<file path="src/rtl/tinyalu_pkg.sv">
// Shared types for the TinyALU requester: operation encodings, the command
// payload carried through the command FIFO, and the requester FSM states.
package tinyalu_pkg;

  localparam int unsigned OP_W     = 3;
  localparam int unsigned DATA_W   = 8;
  localparam int unsigned RESULT_W = 16;

  typedef enum logic [OP_W-1:0] {
    no_op  = 3'b000,
    add_op = 3'b001,
    and_op = 3'b010,
    xor_op = 3'b011,
    mul_op = 3'b100,
    rst_op = 3'b111
  } operation_t;

  // op is kept as raw bits so the unused codes (101, 110) can be carried.
  typedef struct packed {
    logic [OP_W-1:0]   op;
    logic [DATA_W-1:0] a;
    logic [DATA_W-1:0] b;
  } cmd_t;

  typedef enum logic [2:0] {
    IDLE,
    ISSUE,
    NOP,
    RSTP,
    RESP
  } state_t;

  // True for the ops that produce a result through the start/done handshake.
  function automatic logic is_alu_op(input logic [OP_W-1:0] op);
    case (op)
      add_op, and_op, xor_op, mul_op: return 1'b1;
      default:                        return 1'b0;
    endcase
  endfunction

endpackage

</file>
<file path="src/rtl/tinyalu_cmd_fifo.sv">
// Synchronous FIFO of command structs.
// Ports: clk, reset (async, active-high), push/push_data, pop, head (current
// oldest entry), full, empty. A push while full is accepted only together
// with a pop in the same cycle.
module tinyalu_cmd_fifo
  import tinyalu_pkg::*;
#(
  parameter int unsigned DEPTH = 4
) (
  input  logic clk,
  input  logic reset,
  input  logic push,
  input  cmd_t push_data,
  input  logic pop,
  output cmd_t head,
  output logic full,
  output logic empty
);

  localparam int unsigned AW = $clog2(DEPTH);

  cmd_t         mem [DEPTH];
  logic [AW:0]  wr_ptr;
  logic [AW:0]  rd_ptr;
  logic         do_push;
  logic         do_pop;

  // Extra MSB on each pointer distinguishes full from empty.
  assign empty   = (wr_ptr == rd_ptr);
  assign full    = (wr_ptr[AW] != rd_ptr[AW]) && (wr_ptr[AW-1:0] == rd_ptr[AW-1:0]);
  assign do_pop  = pop && !empty;
  assign do_push = push && (!full || do_pop);
  assign head    = mem[rd_ptr[AW-1:0]];

  // Pointer update
  always_ff @(posedge clk or posedge reset) begin
    if (reset) begin
      wr_ptr <= '0;
      rd_ptr <= '0;
    end else begin
      if (do_push) wr_ptr <= wr_ptr + (AW+1)'(1);
      if (do_pop)  rd_ptr <= rd_ptr + (AW+1)'(1);
    end
  end

  // Storage; contents are only observed once pointers say they are valid.
  always_ff @(posedge clk) begin
    if (do_push) mem[wr_ptr[AW-1:0]] <= push_data;
  end

endmodule

</file>
<file path="src/rtl/tinyalu_requester.sv">
// Synthesizable initiator for the TinyALU start/done protocol.
// Commands arrive on cmd_valid/cmd_ready (cmd_op, cmd_a, cmd_b), are buffered
// in a CMD_DEPTH-entry FIFO, and are issued one at a time on alu_a/alu_b/
// alu_op/alu_start/alu_reset_n. Results from alu_done/alu_result return on
// rsp_valid/rsp_ready (rsp_result, rsp_op, rsp_err). busy flags pending work.
// Optional macro TINYALU_REQ_TIMEOUT_EN: abort an op after TIMEOUT_CYC cycles
// without alu_done and return a zero result with rsp_err set.
module tinyalu_requester
  import tinyalu_pkg::*;
#(
  parameter int unsigned CMD_DEPTH   = 4,
  parameter int unsigned RST_CYCLES  = 2,
  parameter int unsigned TIMEOUT_CYC = 16
) (
  input  logic                clk,
  input  logic                reset,
  input  logic                cmd_valid,
  output logic                cmd_ready,
  input  logic [OP_W-1:0]     cmd_op,
  input  logic [DATA_W-1:0]   cmd_a,
  input  logic [DATA_W-1:0]   cmd_b,
  output logic                rsp_valid,
  input  logic                rsp_ready,
  output logic [RESULT_W-1:0] rsp_result,
  output logic [OP_W-1:0]     rsp_op,
  output logic                rsp_err,
  output logic [DATA_W-1:0]   alu_a,
  output logic [DATA_W-1:0]   alu_b,
  output logic [OP_W-1:0]     alu_op,
  output logic                alu_start,
  output logic                alu_reset_n,
  input  logic                alu_done,
  input  logic [RESULT_W-1:0] alu_result,
  output logic                busy
);

  localparam int unsigned RST_W = $clog2(RST_CYCLES + 1);

  if (CMD_DEPTH < 2 || (CMD_DEPTH & (CMD_DEPTH - 1)) != 0 ||
      RST_CYCLES < 1 || TIMEOUT_CYC < 1) begin : g_param_check
    $error("tinyalu_requester: illegal parameter value");
  end

  state_t           state;
  cmd_t             cmd_in;
  cmd_t             fifo_head;
  logic             fifo_full;
  logic             fifo_empty;
  logic             fifo_pop;
  logic [RST_W-1:0] rst_cnt;

  assign cmd_in    = '{op: cmd_op, a: cmd_a, b: cmd_b};
  assign cmd_ready = !fifo_full;
  assign fifo_pop  = (state == IDLE) && !fifo_empty;
  assign busy      = (state != IDLE) || !fifo_empty;

  tinyalu_cmd_fifo #(
    .DEPTH(CMD_DEPTH)
  ) u_cmd_fifo (
    .clk       (clk),
    .reset     (reset),
    .push      (cmd_valid && cmd_ready),
    .push_data (cmd_in),
    .pop       (fifo_pop),
    .head      (fifo_head),
    .full      (fifo_full),
    .empty     (fifo_empty)
  );

`ifdef TINYALU_REQ_TIMEOUT_EN
  localparam int unsigned TMO_W = $clog2(TIMEOUT_CYC + 1);
  logic [TMO_W-1:0] tmo_cnt;
`else
  assign rsp_err = 1'b0;
`endif

  // Requester FSM with registered ALU and response outputs.
  always_ff @(posedge clk or posedge reset) begin
    if (reset) begin
      state       <= IDLE;
      rst_cnt     <= '0;
      alu_a       <= '0;
      alu_b       <= '0;
      alu_op      <= '0;
      alu_start   <= 1'b0;
      alu_reset_n <= 1'b0;
      rsp_valid   <= 1'b0;
      rsp_result  <= '0;
      rsp_op      <= '0;
`ifdef TINYALU_REQ_TIMEOUT_EN
      rsp_err     <= 1'b0;
      tmo_cnt     <= '0;
`endif
    end else begin
      // ALU reset is released unless an rst_op is being serviced.
      alu_reset_n <= 1'b1;
      case (state)
        IDLE: begin
          if (!fifo_empty) begin
            alu_a  <= fifo_head.a;
            alu_b  <= fifo_head.b;
            alu_op <= fifo_head.op;
            if (is_alu_op(fifo_head.op)) begin
              alu_start <= 1'b1;
              state     <= ISSUE;
`ifdef TINYALU_REQ_TIMEOUT_EN
              tmo_cnt   <= '0;
`endif
            end else if (fifo_head.op == rst_op) begin
              alu_reset_n <= 1'b0;
              rst_cnt     <= RST_W'(RST_CYCLES - 1);
              state       <= RSTP;
            end else begin
              // no_op and the unused codes: single start pulse, no response.
              alu_start <= 1'b1;
              state     <= NOP;
            end
          end
        end
        ISSUE: begin
          if (alu_done) begin
            rsp_result <= alu_result;
            rsp_op     <= alu_op;
            rsp_valid  <= 1'b1;
            alu_start  <= 1'b0;
            state      <= RESP;
`ifdef TINYALU_REQ_TIMEOUT_EN
          end else if (tmo_cnt == TMO_W'(TIMEOUT_CYC - 1)) begin
            rsp_result <= '0;
            rsp_op     <= alu_op;
            rsp_err    <= 1'b1;
            rsp_valid  <= 1'b1;
            alu_start  <= 1'b0;
            state      <= RESP;
          end else begin
            tmo_cnt <= tmo_cnt + TMO_W'(1);
`endif
          end
        end
        NOP: begin
          alu_start <= 1'b0;
          state     <= IDLE;
        end
        RSTP: begin
          if (rst_cnt == '0) begin
            state <= IDLE;
          end else begin
            alu_reset_n <= 1'b0;
            rst_cnt     <= rst_cnt - RST_W'(1);
          end
        end
        RESP: begin
          if (rsp_ready) begin
            rsp_valid <= 1'b0;
`ifdef TINYALU_REQ_TIMEOUT_EN
            rsp_err   <= 1'b0;
`endif
            state     <= IDLE;
          end
        end
        default: state <= IDLE;
      endcase
    end
  end

endmodule

</file>
<file path="config.mk">
export PLATFORM = sky130hd
export DESIGN_NAME = tinyalu_requester
export DESIGN_NICKNAME = d
export VERILOG_FILES = /design/src/rtl/tinyalu_pkg.sv /design/src/rtl/tinyalu_cmd_fifo.sv /design/src/rtl/tinyalu_requester.sv
export SDC_FILE = /design/constraint.sdc
export NUM_CORES = 1
export LEC_CHECK = 0
export ABC_AREA = 1
export CORE_MARGIN = 3
export CORE_UTILIZATION = 45
export DETAILED_ROUTE_END_ITERATION = 16
export MAX_ROUTING_LAYER = met4
export PLACE_DENSITY = 0.67
export REMOVE_ABC_BUFFERS = 1
export SLEW_MARGIN = 20
export SYNTH_ARGS = -nofsm -noshare
export SYNTH_HDL_FRONTEND = slang
export SYNTH_HIERARCHICAL = 1
export SYNTH_SLANG_ARGS = --single-unit
</file>
<file path="constraint.sdc">
create_clock -name clk -period 5 [get_ports clk]
set_input_delay 0.5 -clock clk [delete_from_list [all_inputs] [get_ports clk]]
set_output_delay 0.5 -clock clk [all_outputs]
set_load 0.01 [all_outputs]
</file>
==> results of run 1 <==
registers in the layout, summed over array words and instances, names as in the netlist:
register and flops:
u_cmd_fifo/mem 76, alu_b 8, rst_cnt 2, alu_start 1, state 3, u_cmd_fifo/rd_ptr 3, alu_op 3, rsp_valid 1
alu_reset_n 1, rsp_op 3, rsp_result 16, u_cmd_fifo/wr_ptr 3, alu_a 8
area by class of cell:
| cell class | instances | area (um^2) |
|---|---|---|
| multi-input cells | 283 | 1360 |
| flip-flops and latches | 128 | 3580 |
| clock inverters | 8 | 90.1 |
| repair buffers | 84 | 836 |
| inverters | 49 | 188 |
| clock buffers | 24 | 452 |
| fillers | 914 | 4390 |
| well taps | 140 | 175 |
synthesized netlist by cell type:
| library cell | count |
|---|---|
| sky130_fd_sc_hd__buf_1 | 1 |
| sky130_fd_sc_hd__nor3_1 | 1 |
| sky130_fd_sc_hd__o22ai_1 | 19 |
| sky130_fd_sc_hd__nor2_4 | 1 |
| sky130_fd_sc_hd__nand3_1 | 13 |
| sky130_fd_sc_hd__nand2_4 | 1 |
| sky130_fd_sc_hd__ha_1 | 6 |
| sky130_fd_sc_hd__o21ai_1 | 2 |
| sky130_fd_sc_hd__dfrtp_1 | 52 |
| sky130_fd_sc_hd__xnor2_2 | 1 |
| sky130_fd_sc_hd__buf_6 | 2 |
| sky130_fd_sc_hd__nor2_8 | 1 |
| sky130_fd_sc_hd__nand3_2 | 1 |
| sky130_fd_sc_hd__edfxtp_1 | 76 |
| sky130_fd_sc_hd__conb_1 | 1 |
| sky130_fd_sc_hd__o21ai_0 | 62 |
| sky130_fd_sc_hd__nand2_1 | 118 |
| sky130_fd_sc_hd__buf_2 | 5 |
| sky130_fd_sc_hd__buf_4 | 4 |
| sky130_fd_sc_hd__inv_2 | 1 |
| sky130_fd_sc_hd__nor2_1 | 48 |
| sky130_fd_sc_hd__nand3b_1 | 2 |
| sky130_fd_sc_hd__inv_4 | 1 |
| sky130_fd_sc_hd__nand2_2 | 2 |
| sky130_fd_sc_hd__a21oi_1 | 1 |
| sky130_fd_sc_hd__xor2_1 | 2 |
| sky130_fd_sc_hd__inv_1 | 47 |
| sky130_fd_sc_hd__nand4_2 | 1 |
| sky130_fd_sc_hd__clkbuf_1 | 8 |
where the power goes:
part	internal (mW)	total (mW)	switching [mW]
clock network	0.726	1.13	0.402
registers	1.49	1.64	0.152
logic	0.669	1.69	1.02
how the worst min path moves through the flow:
| stage | from | to | slack (ns) | cells after the start |
|---|---|---|---|---|
| floorplan | reset | u_cmd_fifo/rd_ptr[0] | 0.29 | 1 |
| global placement | alu_b[0] | alu_b[0] | 0.46 | 2 |
| detailed placement | alu_a[1] | alu_a[1] | 0.46 | 2 |
| CTS | reset | u_cmd_fifo/wr_ptr[2] | 0.36 | 2 |
| global route | reset | u_cmd_fifo/wr_ptr[2] | 0.39 | 2 |
| finish | reset | u_cmd_fifo/wr_ptr[2] | 0.38 | 2 |
worst register-to-register path, cell delays in order (launching register included):
cell                      delay, ns
sky130_fd_sc_hd__dfrtp_1       0.32
sky130_fd_sc_hd__buf_4         0.24
sky130_fd_sc_hd__inv_1         0.33
sky130_fd_sc_hd__nand2_1       0.15
sky130_fd_sc_hd__nand2_1       0.12
sky130_fd_sc_hd__nand3_2       0.13
sky130_fd_sc_hd__inv_1         0.13
sky130_fd_sc_hd__nor2_8        0.40
sky130_fd_sc_hd__inv_1         0.11
sky130_fd_sc_hd__nand4_2       0.14
sky130_fd_sc_hd__nand2_2       0.15
sky130_fd_sc_hd__nor2_2        0.84
metrics by stage:
step	std cells	instance area (um^2)	total power, mW	hold slack (ns)
finish	716	6690	4.46	0.381
global route	716	6690	4.79	0.388
CTS	716	6680	4.50	0.363
detailed placement	684	6140	3.36	0.458
global placement	684	6130	3.30	0.456
floorplan	460	5110	2.65	0.291
cell families (layout without fill, tap and decap cells):
family                   after synthesis  count (layout)  synth area share [%]
buffers and inverters                 69             165                  5.70
XOR/XNOR                               3               3                 0.647
other                                  1               1                0.0718
adder cells (fa/ha/maj)                6               6                  1.44
flip-flops                           128             128                  68.6
AO/OA/AOI/OAI                         84              84                  8.50
AND/OR/NAND/NOR                      189             189                  15.0
routing by layer:
layer | vias up | track usage, % | part of all wire, % | wire length (um)
met1 | 1659 | 22.9 | 45 | 4780
met5 | - | - | 0 | 0
met3 | 13 | 5.89 | 7.2 | 765
met4 | 0 | 5.45 | 0.95 | 101
li1 | 1765 | - | - | -
met2 | 128 | 27.6 | 47 | 5030
==> impl_table.tex, run 1 <==
\begin{tabular}{lr}
\hline
Metric & Value \\
\hline
\multicolumn{2}{l}{\textbf{Cells and area}} \\
\quad Finished Core Util & 60.4\% \\
\quad Most common library cell in the layout ignoring fill and taps & sky130\_fd\_sc\_hd\_\_nand2\_1 \\
\quad Most frequent cells in the layout & 118 x sky130\_fd\_sc\_hd\_\_nand2\_1, 82 x sky130\_fd\_sc\_hd\_\_clkdlybuf4s50\_1, 76 x sky130\_fd\_sc\_hd\_\_edfxtp\_1 \\
\quad Final antenna diode count & 0 \\
\quad Share of layout cells above drive strength 1 & 7.12\% \\
\quad Number of nets in the layout & 609 \\
\quad Area growth from synthesis to layout & 28.0\% \\
\multicolumn{2}{l}{\textbf{STA}} \\
\quad Slew margin rel. & 29.2\% \\
\quad Worst setup skew after layout & 0.0121 ns \\
\quad Finish-stage setup viols & 0 \\
\quad RSZ-0062 raised after global routing & no \\
\quad Final Hold Violating Endpoints & 0 \\
\quad Total negative slack for setup checks & 0 ns \\
\quad Final Slew Violations & 0 \\
\quad Maximum clock frequency & 0.291 GHz \\
\quad Tmin final & 3.44 ns \\
\quad Worst Setup Slack, final & 1.56 ns \\
\quad Final critical-path share of the clock period & 68.7\% \\
\quad Pin slew with the least headroom to its limit & 1.06 ns \\
\multicolumn{2}{l}{\textbf{Synthesis}} \\
\quad Number of different library cells in the post-synthesis netlist & 29 \\
\quad Synthesis-stage register bit count & 128 \\
\quad Synthesized cell area & 0.00522 mm\^{}2 \\
\quad Average instance area after synthesis & about 11 um\^{}2 \\
\quad Cells after Synth & 480 \\
\quad Proportion of synthesized chip area in sequential cells & 68.6\% \\
\quad Largest cells by area after synthesis & sky130\_fd\_sc\_hd\_\_edfxtp\_1 44\%, sky130\_fd\_sc\_hd\_\_dfrtp\_1 25\%, sky130\_fd\_sc\_hd\_\_nand2\_1 8.5\% \\
\quad Cell type with the highest aggregate area in the netlist & sky130\_fd\_sc\_hd\_\_edfxtp\_1 \\
\quad Synth warnings & 6 \\
\quad Synth top area share & around 44\% \\
\multicolumn{2}{l}{\textbf{Critical path}} \\
\quad Capture point of the worst path & u\_cmd\_fifo/mem[0][16] \\
\quad Maximum net fanout on the critical path & 29 \\
\quad Cell with the most instances on the worst path & sky130\_fd\_sc\_hd\_\_inv\_1 \\
\quad Startpoint types & register \\
\quad Start-to-end type of the worst setup path & register to register \\
\quad Critical path's top delay family & simple AND/OR/NAND/NOR gates \\
\quad Worst path slowest cell & sky130\_fd\_sc\_hd\_\_nor2\_2 \\
\quad Count of buffering cells on the critical path with inverters included & 4 \\
\quad Beginning of the worst register-to-register path & u\_cmd\_fifo/rd\_ptr[1] \\
\quad Worst setup EP type & register \\
\quad Terminus of the critical flop-to-flop path & u\_cmd\_fifo/mem[0][16] \\
\quad Required time at the worst-slack endpoint & 5.02 ns \\
\quad Cells along the critical path & buf\_4, inv\_1, nand2\_1, nand2\_1, nand3\_2, inv\_1, nor2\_8, inv\_1, nand4\_2, nand2\_2, nor2\_2 \\
\quad Arrival time reported for the critical path endpoint & 3.46 ns \\
\quad Number of logic stages on the critical path including buffering & 11 \\
\quad Stage delay of the slowest cell on the critical path & 0.84 ns \\
\quad CP startpoint & u\_cmd\_fifo/rd\_ptr[1] \\
\quad Length in cells of the worst reg-to-reg path & 11 \\
\quad Worst R2R Setup Slack & 1.56 ns \\
\multicolumn{2}{l}{\textbf{Worst hold path}} \\
\quad Worst hold path class & primary input to async pin \\
\multicolumn{2}{l}{\textbf{Pwr}} \\
\quad Power per Cell Area & about 670 mW/mm\^{}2 \\
\quad Max rail drop VDD & 0.411 mV \\
\quad Leak Pwr & 2.82 nW \\
\multicolumn{2}{l}{\textbf{Clock network}} \\
\quad Clock latency reported for the late side of the worst-skew pair & 0.41 ns \\
\quad H-tree depth reported by CTS & 4 \\
\quad Number of buffers between clock root and the deepest sink & 2 \\
\quad Root buffer cell & sky130\_fd\_sc\_hd\_\_clkbuf\_16 \\
\quad Buffers inserted during post-CTS setup optimization & 0 \\
\quad Clock input transition at the sequential cells of the worst setup and hold paths & 0.05 ns \\
\quad Cts bufs inserted & 17 \\
\quad Clock sink total & 128 \\
\quad Post-CTS resize count & 0 \\
\quad Hold Buf Count CTS & 0 \\
\quad Clock tree from TritonCTS & done \\
\multicolumn{2}{l}{\textbf{Detailed routing}} \\
\quad Post-detailed-route wirelength per cell & 14.9 um \\
\quad First-pass iteration count of the detailed router & 5 \\
\quad DRC violation count after routing & 0 \\
\quad Number of DRC markers after the initial detailed-route iteration & 210 \\
\quad Total number of vias & between 3000 and 4000 \\
\quad Final WL & about 11 mm \\
\quad Detail Route Antenna Nets & 0 \\
\quad Average vias per placed instance & around 5 \\
\multicolumn{2}{l}{\textbf{Floorplanning}} \\
\quad Placeable core region & 0.0111 mm\^{}2 \\
\quad I/O pin total & 84 \\
\quad Number of rows created at floorplan & 38 \\
\quad Floorplan die width & 114 um \\
\quad Chip Height & roughly 110 um \\
\quad Overall die area & around 0.013 mm\^{}2 \\
\quad Initial Utilization & $\sim$47\% \\
\multicolumn{2}{l}{\textbf{GRT}} \\
\quad Global route total overflow & 0 \\
\quad Via count of the first global-routing pass & roughly 3600 \\
\quad Global routing usage summed across all routing layers & 18.0\% \\
\quad Pin count of the biggest net entering global routing & 47 \\
\quad Global-route wire length before repair & around 17 mm \\
\quad Initial antenna violation count & 0 \\
\multicolumn{2}{l}{\textbf{Placement}} \\
\quad Port bufs & 82 \\
\quad Worst setup slack after placement & 1.55 ns \\
\quad Post-DP HPWL & 6.87 mm \\
\quad Weighted congestion reported at the end of routability-driven placement & 0.794 \\
\multicolumn{2}{l}{\textbf{Run status}} \\
\quad Status & finished, final reports clean \\
\multicolumn{2}{l}{\textbf{Flow run}} \\
\quad Max-cap violation count & 0 \\
\hline
\end{tabular}
No activity file was read; power rests on OpenSTA's default activity.
==> inputs of run 2 (changes only) <==
==> constraint.sdc (replaced) <==
create_clock -name clk -period 3.3 [get_ports clk]
set_input_delay 0.33 -clock clk [delete_from_list [all_inputs] [get_ports clk]]
set_output_delay 0.33 -clock clk [all_outputs]
set_load 0.01 [all_outputs]
==> run 2 against run 1 <==
Effect of this change: cell count increased by 1.3%; clock skew fell by 0.0054 ns; routed wire length grew 3.1%; sequential power increased by 52%; non-clock buffer count increased by 9; worst setup slack worse by 0.85 ns; largest cell class unchanged; largest power group unchanged; highest routed layer unchanged.
==> impl_table.tex, run 2 (same netlist as run 1, synthesis figures left out) <==
\begin{tabular}{lr}
\hline
Metric & Value \\
\hline
\multicolumn{2}{l}{\textbf{Cells and area}} \\
\quad Area growth from synthesis to layout & 30.1\% \\
\quad Final antenna diode count & 0 (unchanged) \\
\quad Share of layout cells above drive strength 1 & 9.74\% (+2.6 points) \\
\quad Flip-flop count of the largest register, all copies and words added & 76 (unchanged) \\
\quad Most common library cell in the layout ignoring fill and taps & sky130\_fd\_sc\_hd\_\_nand2\_1 \\
\quad Most frequent cells in the layout & 118 x sky130\_fd\_sc\_hd\_\_nand2\_1, 82 x sky130\_fd\_sc\_hd\_\_clkdlybuf4s50\_1, 76 x sky130\_fd\_sc\_hd\_\_edfxtp\_1 \\
\quad Number of nets in the layout & 618 (+1.5\%) \\
\multicolumn{2}{l}{\textbf{Worst hold path}} \\
\quad Worst hold path class & primary input to async pin \\
\multicolumn{2}{l}{\textbf{GRT}} \\
\quad Pin count of the biggest net entering global routing & 42 (-11\%) \\
\quad Global-route wire length before repair & 17.5 mm (+0.56\%) \\
\quad Global routing usage summed across all routing layers & 18.2\% (+0.21 points) \\
\quad Global route total overflow & 0 (unchanged) \\
\quad Via count of the first global-routing pass & 3519 (-1.2\%) \\
\quad Initial antenna violation count & 0 (unchanged) \\
\multicolumn{2}{l}{\textbf{Critical path}} \\
\quad Start-to-end type of the worst setup path & register to primary output \\
\quad Maximum net fanout on the critical path & 20 (-31\%) \\
\quad Required time at the worst-slack endpoint & 2.97 ns (-2.05 ns) \\
\quad Worst setup EP type & primary output \\
\quad Startpoint types & register \\
\quad Arrival time reported for the critical path endpoint & 2.26 ns (-1.20 ns) \\
\multicolumn{2}{l}{\textbf{Pwr}} \\
\quad Max rail drop VDD & 0.448 mV (+9.0\%) \\
\quad Portion of total power attributed to sequential cells & 35.7\% (-1.1 points) \\
\quad Post-layout total power & 6.96 mW (+56\%) \\
\quad Net switching power & 2.47 mW (+57\%) \\
\quad Leak Pwr & 2.88 nW (+2.3\%) \\
\quad Cell Int Power & 4.49 mW (+56\%) \\
\quad Sw frac & 35.5\% (+0.14 points) \\
\quad Power per Cell Area & 1020 mW/mm\^{}2 (+54\%) \\
\quad Clock share of power & 26.6\% (+1.3 points) \\
\quad Combinational fraction of design power & 37.7\% (-0.2 points) \\
\multicolumn{2}{l}{\textbf{Detailed routing}} \\
\quad Post-detailed-route wirelength per cell & 15.2 um (+1.8\%) \\
\quad Final WL & 11.0 mm (+3.1\%) \\
\quad First-pass iteration count of the detailed router & 4 (-1) \\
\quad Total number of vias & 3616 (+1.4\%) \\
\quad Average vias per placed instance & 4.99 (+0.17\%) \\
\quad Detail Route Antenna Nets & 0 (unchanged) \\
\quad DRC violation count after routing & 0 (unchanged) \\
\quad Number of DRC markers after the initial detailed-route iteration & 191 (-9.0\%) \\
\multicolumn{2}{l}{\textbf{STA}} \\
\quad Total negative slack for setup checks & 0 ns (unchanged) \\
\quad Final Hold Violating Endpoints & 0 (unchanged) \\
\quad Final critical-path share of the clock period & between 70\% and 80\% \\
\quad Pin slew with the least headroom to its limit & 0.615 ns (-0.446 ns) \\
\quad Finish-stage setup viols & 0 (unchanged) \\
\quad Worst setup skew after layout & 0.00661 ns (-0.00544 ns) \\
\quad Final Slew Violations & 0 (unchanged) \\
\quad Tmin final & 2.59 ns \\
\quad RSZ-0062 raised after global routing & no \\
\quad Slew margin rel. & 58.9\% (+30 points) \\
\quad Maximum clock frequency & 0.387 GHz \\
\multicolumn{2}{l}{\textbf{Clock network}} \\
\quad H-tree depth reported by CTS & 4 (unchanged) \\
\quad Number of buffers between clock root and the deepest sink & 2 (unchanged) \\
\quad Clock tree from TritonCTS & done \\
\quad Clock input transition at the sequential cells of the worst setup and hold paths & 0.05 ns (about the same) \\
\quad Cts bufs inserted & 17 (unchanged) \\
\quad Root buffer cell & sky130\_fd\_sc\_hd\_\_clkbuf\_16 \\
\quad Clock latency reported for the late side of the worst-skew pair & 0.41 ns (about the same) \\
\quad Clock sink total & 128 (unchanged) \\
\quad Hold Buf Count CTS & 0 (unchanged) \\
\quad Post-CTS resize count & 0 (unchanged) \\
\quad Buffers inserted during post-CTS setup optimization & 0 (unchanged) \\
\multicolumn{2}{l}{\textbf{Floorplanning}} \\
\quad Number of rows created at floorplan & 38 (unchanged) \\
\quad Placeable core region & 0.0111 mm\^{}2 (unchanged) \\
\quad Chip Height & 114 um (unchanged) \\
\quad Floorplan die width & 114 um (unchanged) \\
\quad I/O pin total & 84 (unchanged) \\
\quad Initial Utilization & 47.2\% (unchanged) \\
\quad Overall die area & 0.0129 mm\^{}2 (unchanged) \\
\multicolumn{2}{l}{\textbf{Flow run}} \\
\quad Max-cap violation count & 0 (unchanged) \\
\multicolumn{2}{l}{\textbf{Run status}} \\
\quad Status & finished, final reports clean \\
\multicolumn{2}{l}{\textbf{Placement}} \\
\quad Weighted congestion reported at the end of routability-driven placement & 0.803 (+1.2\%) \\
\quad Port bufs & 82 (unchanged) \\
\quad Post-DP HPWL & 7.21 mm (+4.9\%) \\
\hline
\end{tabular}
## run 2: changes by cell type in the layout (fill, tap and decap cells not counted), moves of 2 or more
cell	previous run	this run
sky130_fd_sc_hd__clkinv_4	0	2
sky130_fd_sc_hd__clkbuf_1	7	1
sky130_fd_sc_hd__clkinvlp_4	1	4
sky130_fd_sc_hd__clkinv_1	2	0
sky130_fd_sc_hd__buf_4	2	11
## run 2: cell type report
| cell class | count | area [um^2] |
|---|---|---|
| fill | 906 | 4280 |
| sequential | 128 | 3580 |
| multi-input combinational | 283 | 1350 |
| timing repair buffer | 93 | 903 |
| clock buffer | 18 | 429 |
| inverter | 49 | 186 |
| tap | 140 | 175 |
| clock inverter | 14 | 166 |
## run 2: metal layers
metal  GRT usage (%)  vias to the layer above  part of all wire (%)
met5               -                        -                     0
met4            5.29                        0                  0.60
met1            23.6                     1700                    46
met2            28.0                      122                    47
li1                -                     1786                     -
met3            5.41                        8                   6.6
## run 2: stage by stage
step / instance area (um^2) / hold WS, ns / util (%) / setup slack, ns / std cells
floorplan: 5110 / 0.121 / - / 0.121 / 460
global placement: 6200 / 0.454 / 56.0 / 0.850 / 693
detailed placement: 6200 / 0.458 / 56.0 / 0.712 / 693
CTS: 6800 / 0.205 / 61.4 / 0.685 / 725
global route: 6800 / 0.205 / 61.4 / 0.535 / 725
finish: 6800 / 0.202 / 61.4 / 0.714 / 725
## run 2: path summary, 6_finish.rpt
check | cells past startpoint | endpoint | slack [ns] | start
worst max register to register | 11 | u_cmd_fifo/mem[1][12] | 0.73 | u_cmd_fifo/rd_ptr[1]
worst max-delay path | 8 | busy | 0.71 | u_cmd_fifo/rd_ptr[1]
worst min-delay path | 2 | u_cmd_fifo/wr_ptr[1] | 0.20 | reset
min in group clk | 2 | alu_a[5] | 0.47 | alu_a[5]
worst min register to register | 2 | alu_a[5] | 0.47 | alu_a[5]
max in group asynchronous | 3 | alu_op[1] | 2.28 | reset
## run 2: critical path, stage by stage (launching register included)
cell and delay (ns):
sky130_fd_sc_hd__dfrtp_1 0.38, sky130_fd_sc_hd__inv_1 0.06, sky130_fd_sc_hd__buf_4 0.22, sky130_fd_sc_hd__nand2_1 0.07, sky130_fd_sc_hd__nand2_1 0.13, sky130_fd_sc_hd__nand3_2 0.13
sky130_fd_sc_hd__inv_1 0.21, sky130_fd_sc_hd__nand3_1 0.15, sky130_fd_sc_hd__clkdlybuf4s50_1 0.51
## run 2: power by group through the flow
| stage | combinational (mW) | clock, mW | sequential, mW |
|---|---|---|---|
| finish | 2.62 | 1.85 | 2.49 |
| global route | 2.95 | 1.97 | 2.54 |
| CTS | 2.68 | 1.89 | 2.49 |
| detailed placement | 2.65 | 0 | 2.51 |
| global placement | 2.60 | 0 | 2.49 |
| floorplan | 1.35 | 0 | 2.65 |
==> inputs of run 3 (changes only) <==
--- a/config.mk
+++ b/config.mk
@@ -10,7 +10,7 @@
 export CORE_UTILIZATION = 45
 export DETAILED_ROUTE_END_ITERATION = 16
 export MAX_ROUTING_LAYER = met4
-export PLACE_DENSITY = 0.67
+export PLACE_DENSITY = 0.7
 export REMOVE_ABC_BUFFERS = 1
 export SLEW_MARGIN = 20
 export SYNTH_ARGS = -nofsm -noshare
==> constraint.sdc (replaced) <==
create_clock -name clk -period 2.2 [get_ports clk]
set_input_delay 0.22 -clock clk [delete_from_list [all_inputs] [get_ports clk]]
set_output_delay 0.22 -clock clk [all_outputs]
set_load 0.01 [all_outputs]
==> run 3 against run 2 <==
Effect of this change: cell count increased by 0.97%; final area increased by 1.4%; count of clock-buffer cells in the layout increased by 4; routed wire length increased by 0.91%; critical path type unchanged; non-clock buffer count increased by 7; sequential cell count unchanged.
==> impl_table.tex, run 3 (same netlist as run 1, synthesis figures left out) <==
\begin{tabular}{lr}
\hline
Metric & Value \\
\hline
\multicolumn{2}{l}{\textbf{Cells and area}} \\
\quad Most frequent cells in the layout & 118 x sky130\_fd\_sc\_hd\_\_nand2\_1, 81 x sky130\_fd\_sc\_hd\_\_clkdlybuf4s50\_1, 76 x sky130\_fd\_sc\_hd\_\_edfxtp\_1 \\
\quad Post-Layout Cell Count & 732 (+0.97\%) \\
\quad Area growth from synthesis to layout & 32.0\% \\
\quad Most common library cell in the layout ignoring fill and taps & sky130\_fd\_sc\_hd\_\_nand2\_1 \\
\quad Flip-flop count of the largest register, all copies and words added & 76 (unchanged) \\
\quad Number of nets in the layout & 625 (+1.1\%) \\
\quad Share of layout cells above drive strength 1 & 11.1\% (+1.4 points) \\
\quad Final antenna diode count & 0 (unchanged) \\
\multicolumn{2}{l}{\textbf{Clock network}} \\
\quad Hold Buf Count CTS & 0 (unchanged) \\
\quad Number of buffers between clock root and the deepest sink & 2 (unchanged) \\
\quad Cts bufs inserted & 17 (unchanged) \\
\quad Root buffer cell & sky130\_fd\_sc\_hd\_\_clkbuf\_16 \\
\quad Clock sink total & 128 (unchanged) \\
\quad Clock input transition at the sequential cells of the worst setup and hold paths & 0.05 ns (about the same) \\
\quad Clock tree from TritonCTS & done \\
\quad Clock latency reported for the late side of the worst-skew pair & 0.40 ns (about the same) \\
\quad H-tree depth reported by CTS & 4 (unchanged) \\
\multicolumn{2}{l}{\textbf{Floorplanning}} \\
\quad I/O pin total & 84 (unchanged) \\
\quad Placeable core region & 0.0111 mm\^{}2 (unchanged) \\
\quad Number of rows created at floorplan & 38 (unchanged) \\
\quad Floorplan die width & 114 um (unchanged) \\
\quad Chip Height & 114 um (unchanged) \\
\quad Overall die area & 0.0129 mm\^{}2 (unchanged) \\
\quad Initial Utilization & 47.2\% (unchanged) \\
\multicolumn{2}{l}{\textbf{STA}} \\
\quad Final Hold Violating Endpoints & 0 (unchanged) \\
\quad Maximum clock frequency & 0.477 GHz \\
\quad Worst setup skew after layout & 0.00718 ns (+0.000569 ns) \\
\quad Finish-stage setup viols & 0 (unchanged) \\
\quad RSZ-0062 raised after global routing & yes \\
\quad Final Slew Violations & 0 (unchanged) \\
\quad Tmin final & 2.10 ns \\
\quad Final critical-path share of the clock period & 95.4\% \\
\multicolumn{2}{l}{\textbf{Pwr}} \\
\quad Sw frac & 34.9\% (-0.54 points) \\
\quad Portion of total power attributed to sequential cells & 35.1\% (-0.6 points) \\
\quad Max rail drop VDD & 0.915 mV (+100\%) \\
\quad Clock share of power & 26.6\% (about the same) \\
\quad Post-layout total power & 10.6 mW (+53\%) \\
\quad Combinational fraction of design power & 38.3\% (+0.6 points) \\
\quad Leak Pwr & 2.93 nW (+1.4\%) \\
\quad Power per Cell Area & 1540 mW/mm\^{}2 (+51\%) \\
\quad Cell Int Power & 6.93 mW (+54\%) \\
\quad Net switching power & 3.72 mW (+50\%) \\
\multicolumn{2}{l}{\textbf{Flow run}} \\
\quad Max-cap violation count & 0 (unchanged) \\
\multicolumn{2}{l}{\textbf{Placement}} \\
\quad Number of cells after detailed placement & 699 (+0.87\%) \\
\quad Weighted congestion reported at the end of routability-driven placement & 0.832 (+3.6\%) \\
\quad Post-DP HPWL & 7.26 mm (+0.61\%) \\
\quad Port bufs & 82 (unchanged) \\
\multicolumn{2}{l}{\textbf{Detailed routing}} \\
\quad Detail Route Antenna Nets & 0 (unchanged) \\
\quad Final WL & 11.1 mm (+0.91\%) \\
\quad DRC violation count after routing & 0 (unchanged) \\
\quad Average vias per placed instance & 4.95 (-0.79\%) \\
\quad Post-detailed-route wirelength per cell & 15.2 um (about the same) \\
\quad Total number of vias & 3622 (+0.17\%) \\
\quad First-pass iteration count of the detailed router & 5 (+1) \\
\quad Number of DRC markers after the initial detailed-route iteration & 192 (+0.52\%) \\
\multicolumn{2}{l}{\textbf{GRT}} \\
\quad Via count of the first global-routing pass & 3701 (+5.2\%) \\
\quad Global route total overflow & 0 (unchanged) \\
\quad Initial antenna violation count & 0 (unchanged) \\
\quad Pin count of the biggest net entering global routing & 47 (+12\%) \\
\quad Global routing usage summed across all routing layers & 18.8\% (+0.57 points) \\
\quad Global-route wire length before repair & 18.2 mm (+4.0\%) \\
\multicolumn{2}{l}{\textbf{Critical path}} \\
\quad Arrival time reported for the critical path endpoint & 1.88 ns (-0.38 ns) \\
\quad Worst setup EP type & primary output \\
\quad Start-to-end type of the worst setup path & register to primary output \\
\quad Required time at the worst-slack endpoint & 1.98 ns (-0.99 ns) \\
\quad Maximum net fanout on the critical path & 5 (-75\%) \\
\quad Startpoint types & register \\
\multicolumn{2}{l}{\textbf{Run status}} \\
\quad Status & finished, final reports clean \\
\multicolumn{2}{l}{\textbf{Worst hold path}} \\
\quad Worst hold path class & primary input to async pin \\
\hline
\end{tabular}
[run 3: layout make-up]
class,count,area [um^2]
multi-input cells,283,1360
clock buffers,22,474
inverters,49,189
flip-flops and latches,128,3580
repair buffers,100,982
clock inverters,10,134
well taps,140,175
fillers,867,4180
[run 3: final timing paths]
check	end	from	cells after the start	slack (ns)
worst max-delay path	cmd_ready	u_cmd_fifo/wr_ptr[0]	6	0.10
worst min-delay path	u_cmd_fifo/rd_ptr[2]	reset	2	0.09
worst max register to register	u_cmd_fifo/mem[0][1]	u_cmd_fifo/wr_ptr[1]	11	0.14
worst min register to register	alu_b[4]	alu_b[4]	2	0.47
max in group asynchronous	rsp_result[15]	reset	3	1.77
min in group clk	rsp_result[11]	alu_result[11]	3	0.37
[run 3: metal layers]
layer	up-vias	track usage [%]	routed length, um
met2	121	29.6	5480
met1	1695	23.4	4850
met5	-	-	0
met4	0	5.61	123
met3	9	5.84	644
li1	1797	-	-
[run 3: timing repair]
action	4_1_cts	5_1_grt
gates resized for setup	3	7
endpoints found under the setup margin	1	64
gates cloned	0	0
buffers inserted	1	0
pin swaps	1	1
[run 3: metrics by stage]
stage / hold WS [ns] / setup WS, ns / TNS (ns) / utilization, % / cell area, um^2
after CTS: 0.0886 / 0.0192 / 0 / 62.1 / 6870
final: 0.0933 / 0.102 / 0 / 62.2 / 6890
after global placement: 0.455 / 0.218 / 0 / 56.5 / 6260
after detailed placement: 0.459 / 0.0656 / 0 / 56.5 / 6260
after floorplan: 0.0110 / -0.979 / -74.38 / - / 5110
after global routing: 0.0974 / -0.0336 / -0.271 / 62.2 / 6890
[run 3: power by group through the flow]
stage | Clock, mW | Sequential [mW] | Combinational, mW
3_3_place_gp | 0 | 3.74 | 3.92
6_report | 2.83 | 3.74 | 4.08
5_1_grt | 2.97 | 3.82 | 4.59
2_1_floorplan | 0 | 3.98 | 2.03
3_5_place_dp | 0 | 3.77 | 4.04
4_1_cts | 2.87 | 3.74 | 4.10
[run 3: critical path, cell delays in order (launching register included)]
cell and delay (ns):
sky130_fd_sc_hd__dfrtp_2 0.45, sky130_fd_sc_hd__xnor2_2 0.19, sky130_fd_sc_hd__buf_4 0.16, sky130_fd_sc_hd__nand2_1 0.05, sky130_fd_sc_hd__nor2_2 0.11, sky130_fd_sc_hd__inv_1 0.05
sky130_fd_sc_hd__clkdlybuf4s50_1 0.47
